`src/rtl/mem_port_arbiter.sv`:
```
// Two-port arbiter in front of the CPU's single memory port: picks a requester,
// runs one req/ack memory transaction for it and reports completion, with an ack watchdog.
module mem_port_arbiter #(
  parameter int AW          = 32,
  parameter int DW          = 32,
  parameter int ROUND_ROBIN = 0,
  parameter int TO_CYCLES   = 16
) (
  input  logic          clk,
  input  logic          rst_n,
  input  logic          m0_req,
  input  logic          m0_we,
  input  logic [AW-1:0] m0_addr,
  input  logic [DW-1:0] m0_wdata,
  output logic          m0_gnt,
  output logic          m0_done,
  output logic          m0_err,
  output logic [DW-1:0] m0_rdata,
  input  logic          m1_req,
  input  logic          m1_we,
  input  logic [AW-1:0] m1_addr,
  input  logic [DW-1:0] m1_wdata,
  output logic          m1_gnt,
  output logic          m1_done,
  output logic          m1_err,
  output logic [DW-1:0] m1_rdata,
  output logic          mem_req,
  output logic          mem_we,
  output logic [AW-1:0] mem_addr,
  output logic [DW-1:0] mem_wdata,
  input  logic          mem_ack,
  input  logic [DW-1:0] mem_rdata,
  output logic          owner,
  output logic          busy
);

  localparam int CW = (TO_CYCLES < 1) ? 1 : $clog2(TO_CYCLES + 1);
  localparam logic [CW:0] TO_LIM = (CW + 1)'(TO_CYCLES);

  typedef enum logic {IDLE, ACCESS} state_t;

  state_t          state_reg, state_next;
  logic            last_owner_reg, last_owner_next;
  logic            owner_reg, owner_next;
  logic            mem_we_reg, mem_we_next;
  logic [AW-1:0]   mem_addr_reg, mem_addr_next;
  logic [DW-1:0]   mem_wdata_reg, mem_wdata_next;
  logic [CW-1:0]   cnt_reg, cnt_next;
  logic [1:0]      gnt_reg, gnt_next;
  logic [1:0]      done_reg, done_next;
  logic [1:0]      err_reg, err_next;
  logic [DW-1:0]   rdata_reg [2];
  logic [DW-1:0]   rdata_next [2];
  logic [CW:0]     cnt_inc;
  logic            timeout;
  logic            win;

  assign cnt_inc = {1'b0, cnt_reg} + (CW + 1)'(1);
  // cnt_reg holds ack-less cycles already spent; this cycle would make it TO_CYCLES
  assign timeout = (TO_CYCLES != 0) && (cnt_inc == TO_LIM);

  always_comb begin
    state_next      = state_reg;
    last_owner_next = last_owner_reg;
    owner_next      = owner_reg;
    mem_we_next     = mem_we_reg;
    mem_addr_next   = mem_addr_reg;
    mem_wdata_next  = mem_wdata_reg;
    cnt_next        = cnt_reg;
    gnt_next        = 2'b00;
    done_next       = 2'b00;
    err_next        = 2'b00;
    rdata_next[0]   = rdata_reg[0];
    rdata_next[1]   = rdata_reg[1];

    if (m0_req && m1_req) begin
      win = (ROUND_ROBIN != 0) ? ~last_owner_reg : 1'b0;
    end else begin
      win = m1_req;
    end

    case (state_reg)
      IDLE: begin
        if (m0_req || m1_req) begin
          state_next     = ACCESS;
          owner_next     = win;
          mem_we_next    = win ? m1_we    : m0_we;
          mem_addr_next  = win ? m1_addr  : m0_addr;
          mem_wdata_next = win ? m1_wdata : m0_wdata;
          cnt_next       = '0;
          gnt_next[win]  = 1'b1;
        end
      end
      ACCESS: begin
        if (mem_ack) begin
          state_next           = IDLE;
          last_owner_next      = owner_reg;
          done_next[owner_reg] = 1'b1;
          if (!mem_we_reg) begin
            rdata_next[owner_reg] = mem_rdata;
          end
        end else if (timeout) begin
          state_next            = IDLE;
          last_owner_next       = owner_reg;
          done_next[owner_reg]  = 1'b1;
          err_next[owner_reg]   = 1'b1;
          rdata_next[owner_reg] = '0;
        end else begin
          cnt_next = cnt_inc[CW-1:0];
        end
      end
      default: state_next = IDLE;
    endcase
  end

  always_ff @(posedge clk or negedge rst_n) begin
    if (!rst_n) begin
      state_reg      <= IDLE;
      last_owner_reg <= 1'b1;
      owner_reg      <= 1'b0;
      mem_we_reg     <= 1'b0;
      mem_addr_reg   <= '0;
      mem_wdata_reg  <= '0;
      cnt_reg        <= '0;
      gnt_reg        <= 2'b00;
      done_reg       <= 2'b00;
      err_reg        <= 2'b00;
      rdata_reg[0]   <= '0;
      rdata_reg[1]   <= '0;
    end else begin
      state_reg      <= state_next;
      last_owner_reg <= last_owner_next;
      owner_reg      <= owner_next;
      mem_we_reg     <= mem_we_next;
      mem_addr_reg   <= mem_addr_next;
      mem_wdata_reg  <= mem_wdata_next;
      cnt_reg        <= cnt_next;
      gnt_reg        <= gnt_next;
      done_reg       <= done_next;
      err_reg        <= err_next;
      rdata_reg[0]   <= rdata_next[0];
      rdata_reg[1]   <= rdata_next[1];
    end
  end

  assign mem_req   = (state_reg == ACCESS);
  assign busy      = (state_reg == ACCESS);
  assign owner     = owner_reg;
  assign mem_we    = mem_we_reg;
  assign mem_addr  = mem_addr_reg;
  assign mem_wdata = mem_wdata_reg;
  assign m0_gnt    = gnt_reg[0];
  assign m1_gnt    = gnt_reg[1];
  assign m0_done   = done_reg[0];
  assign m1_done   = done_reg[1];
  assign m0_err    = err_reg[0];
  assign m1_err    = err_reg[1];
  assign m0_rdata  = rdata_reg[0];
  assign m1_rdata  = rdata_reg[1];

endmodule

```
`config.mk`:
```
export PLATFORM = sky130hd
export DESIGN_NAME = mem_port_arbiter
export DESIGN_NICKNAME = d
export VERILOG_FILES = /design/src/rtl/mem_port_arbiter.sv
export SDC_FILE = /design/constraint.sdc
export NUM_CORES = 1
export LEC_CHECK = 0
export CAP_MARGIN = 20
export CORE_MARGIN = 2
export CORE_UTILIZATION = 40
export CTS_CLUSTER_DIAMETER = 30
export DETAILED_ROUTE_END_ITERATION = 8
export PLACE_DENSITY = 0.78
export SLEW_MARGIN = 20
export SYNTH_ARGS = -nofsm -noshare
export SYNTH_HDL_FRONTEND = slang
export SYNTH_SLANG_ARGS = --single-unit
```
`constraint.sdc`:
```
create_clock -name clk -period 2.5 [get_ports clk]
set_input_delay 0.375 -clock clk [delete_from_list [all_inputs] [get_ports clk]]
set_output_delay 0.375 -clock clk [all_outputs]
set_load 0.01 [all_outputs]
```
# Word-level counts from Yosys, hierarchy flattened
# Cells that the tools add are included.
totals:
  regBits: 142
  inputBits: 167
  output_inout_bits: 138
  word_cells: 65
classes:
  n_addsub: 1
  order_cmp: 6
  n_eq_ne: 5
  n_mux: 29
  bitwise: 4
  n_reduce_logical: 9
op_table:
  columns: ["operator", "count"]
  rows:
  - ["$mux W64", 3]
  - ["$mux W32", 3]
  - ["$and A64 B64 Y64", 1]
  - ["$bwmux W64", 1]
  - ["$not A64 Y64", 1]
  - ["$demux W32 S1", 1]
  - ["$mux W5", 3]
  - ["$mux W2", 7]
  - ["$pmux W5 S2", 1]
  - ["$ne A2 B2 Y1 const B", 4]
  - ["$mux W1", 7]
  - ["$add A5 B1 Y6 const B", 1]
  - ["$eq A6 B5 Y1 const B", 1]
  - ["$reduce_and A3 Y1", 2]
  - ["$logic_and A1 B1 Y1", 4]
  - ["$lt A1 B2 Y1 const B", 2]
  - ["$demux W1 S1", 2]
  - ["$ge A1 B1 Y1 const B", 2]
  - ["$ge A2 B2 Y1 const B", 1]
  - ["$lt A2 B1 Y1 const B", 1]
  - ["$not A1 Y2", 1]
  - ["$pmux W1 S2", 1]
  - ["$reduce_and A2 Y1", 1]
  - ["$reduce_bool A2 Y1", 1]
  - ["other kinds (2)", 2]

# Longest topological paths before layout
logic_depth:
  depth_word: 9
  ltp_mapped: 7
  mapped_depth_nobuf: 6

# Worst setup path before layout
# No wires, ideal clock.
synth_path:
  path_kind: "reg2reg"
  start: "register cnt_reg[0]"
  end: "register rdata_reg (netlist bit m0_rdata[10])"
  setup_ns: 0.121
  arrival_ns: 1.950
  required_ns: 2.379
  setup_slack_ns: 0.429
  path_stages_with_launch: 8
  n_path_buf: 1
  synth_period_minus_slack_ns: 2.071
  path_cell_list: "dfrtp_1 -> ha_1 -> nor4b_1 -> a31oi_1 -> or3_4 -> a21o_4 -> buf_6 -> a22o_1"
synth_between:
  elab_chain_cells: 4
synth_lines:
  columns: ["item", "line", "text"]
  rows:
  - ["start: declaration", "48", "logic [CW-1:0] cnt_reg, cnt_next;"]
  - ["start signal: assignment", "137", "cnt_reg <= cnt_next;"]
  - ["$add A5 B1 Y6", "58", "assign cnt_inc = {1'b0, cnt_reg} + (CW + 1)'(1);"]
  - ["$eq A6 B5 Y1", "60", "assign timeout = (TO_CYCLES != 0) && (cnt_inc == TO_LIM);"]
  - ["$reduce_bool A2 Y1 (no line)", null, null]
  - ["$reduce_and A3 Y1 (no line)", null, null]
  - ["end: declaration", "52", "logic [DW-1:0] rdata_reg [2];"]
# Every way passes these cells.
# A chain may end at the register's enable or synchronous reset.

# Final worst setup path
layout_path:
  start: "register cnt_reg[0]"
  end: "register rdata_reg (netlist bit m0_rdata[31])"
# Same word-level chain as after synthesis.

==> flow_summary.ini <==
[logic_synthesis]
ys_ff_latch = 142
synth_warnings = 0
ys_seq_area_frac = 0.614
syn_avg_cell_area_um2 = 11.6
ys_async_sr_fraction = 1.00
synth_top_cell_area_share = 0.614
yosysTopAreaCell = dfrtp_1
ys_types = 35
synth_edf_count = 0
synth_ff_type = dfrtp_1
syn-instance-count = 498
synth_most_common_cell = dfrtp_1
synth.area.top_cells = dfrtp_1 61%, a22o_1 9.2%, a22oi_1 8.4%
postSynthNetCount = 667
syn-cell-area_um2 = 5780
netlist_top_cells_count = 142 x dfrtp_1, 72 x nand2_1, 67 x o21ai_0

[timing]
max_freq_mhz = 437
finalCriticalPeriod_ns = 2.29
fin_setup_tns_ns = 0
hold_ws_ns = 0.417
skew_ns = 0.00626
min_period_over_period = 0.915
worst_slew_pin_slew_ns = 0.677
max_slew_margin = 0.549
fin_ws_ns = 0.213
finalMaxSlewViolations = 0
finalSetupViolCount = 0
hold_viol = 0
rsz0062_at_grt = false

[final_layout]
multiInputGateArea_um2 = 1990
n_fill_cell = 1034
regArea_um2 = 3550
area_delta_synth_final_pct = 65.3
nets = 959
finalInstanceArea_um2 = 9560
antennaDiodeCount = 0
drive_gt1_frac = 0.0748

[placed_design]
gp_congestion = 0.799
dpl_cell_area_um2 = 8970
dp_slack_ns = 0.257
hpwl_mm = 13.2
port_buffers = 304

[route]
drtIter0Drc = 283
ant_nets = 0
wl_per_cell_um = 18.3
drt-total-wl_mm = 18.0
first_pass_iters = 4
route.vias.total = 5297
viasPerCell = 5.39
drc = 0

[clocking]
htreeDepth = 4
ctsRootBufferMaster = clkbuf_16
cts_tree = done
cts.sinks = 142
cts_buffers = 17
clk_latency_ns = 0.42
clock_path_buffers = 2
ctsResizeCount = 0
clk_pin_slew_ns = 0.06

[grt]
grt_overflow = 0
grt.total_usage = 0.237
grt_pass1_wl_mm = 28.9
grt_max_degree = 69
grt_pass1_vias = 5475
antenna_found_initial = 0

[setup_path]
cpPeakStageDelay_ns = 0.43
worst_setup_path_start_kind = flip-flop
path_class = flip-flop to flip-flop
worst-path-max-fanout = 32
cp-end-kind = flip-flop
cp.required_ns = 2.80
r2r_slack_ns = 0.21
crit_path_top_delay_cell = dfrtp_1
cp_cell_sequence = ha_1 -> nor4b_1 -> a31oi_1 -> or3_4 -> a21o_4 -> a22o_2
crit_arrival_ns = 2.58

[floorplan]
boundaryPins = 305
dieArea_um2 = 15400
die_h_um = 124
die_width_um = 124
num_rows = 43
start_util = 0.414
coreArea_um2 = 14000

[pwr]
pwr_density_cell_nw_per_um2 = 940
max-vdd-ir-drop_mv = 0.480
leakage_uw = 0.00410

[outcome]
status = finished, final reports clean

[hold_path]
min_path_type = primary input to flip-flop

[job]
max-cap-violations = 0
-- worst paths after layout --
| path | from | endpoint | cells past startpoint |
|---|---|---|---|
| worst max-delay path | cnt_reg[0] | m0_rdata[31] | 6 |
| worst min-delay path | m0_req | cnt_reg[4] | 5 |
| worst max register to register | cnt_reg[0] | m0_rdata[31] | 6 |
| worst min register to register | mem_addr[27] | mem_addr[27] | 2 |
| max in group asynchronous | rst_n | mem_we | 3 |
| min in group asynchronous | rst_n | m1_rdata[29] | 2 |
-- report_power, final --
part,switching (uW),internal (uW),total (uW),leakage [uW]
registers,465,2990,3460,0.00179
logic,1200,1870,3070,0.00204
clock network,968,1490,2460,0.000270
-- kinds of logic after synthesis --
family / count (synthesis) / share of synthesized area
multiplexers: 1 / 0.00259
buffers and inverters: 46 / 0.0433
flip-flops: 142 / 0.614
AO/OA/AOI/OAI: 208 / 0.259
XOR/XNOR: 1 / 0.00151
adder cells (fa/ha/maj): 2 / 0.00433
AND/OR/NAND/NOR: 98 / 0.0748
-- routing by layer --
layer  part of all wire  wire (um)  GRT usage  up-vias
met1               0.39       6980      0.277     2561
met2               0.51       9090      0.409      276
met4              0.033        600      0.108        0
li1                   -          -          -     2420
met3              0.073       1300     0.0644       40
met5                  0          0          0        -
-- through the flow --
stage | power [uW] | std cells | utilization
6_report | 8990 | 982 | 0.684
5_1_grt | 9430 | 982 | 0.684
4_1_cts | 9060 | 982 | 0.684
3_5_place_dp | 6560 | 950 | 0.641
3_3_place_gp | 6460 | 950 | 0.641
2_1_floorplan | 4560 | 498 | -
-- worst max-delay path, delay by kind of cell, from the launching register on --
| kind | cells | cell delay (ns) |
|---|---|---|
| flip-flops | 1 | 0.43 |
| adder cells (fa/ha/maj) | 1 | 0.28 |
| AO/OA/AOI/OAI | 3 | 0.71 |
| AND/OR/NAND/NOR | 2 | 0.75 |
-- layout by cell type (no fill, tap or decap), types with 2 or more instances in the layout --
cell / count
clkdlybuf4s50_1: 302
dfrtp_1: 141
nand2_1: 72
o21ai_0: 67
a22oi_1: 65
a22o_1: 61
clkbuf_16: 17
nor2_1: 7
buf_4: 7
clkinvlp_4: 5
buf_12: 5
a22o_2: 4
o21bai_1: 3
nand2b_1: 3
clkinv_4: 3
inv_1: 2
a31oi_1: 2
nor2b_1: 2
nor2_2: 2
a21o_4: 2
ha_1: 2
bufinv_16: 2
clkinv_2: 2
-- cell type report --
class	instances	share of cell area
clock buffers	18	0.0459
clock inverters	13	0.0149
inverters	2	0.000785
multi-input cells	310	0.208
flip-flops and latches	142	0.372
well taps	180	0.0235
repair buffers	317	0.335
-- what timing repair did --
item,4_1_cts,5_1_grt
setup buffers,0,0
hold endpoints to repair,60,0
hold buffers,1,0
(Power assumes the default switching activity.)
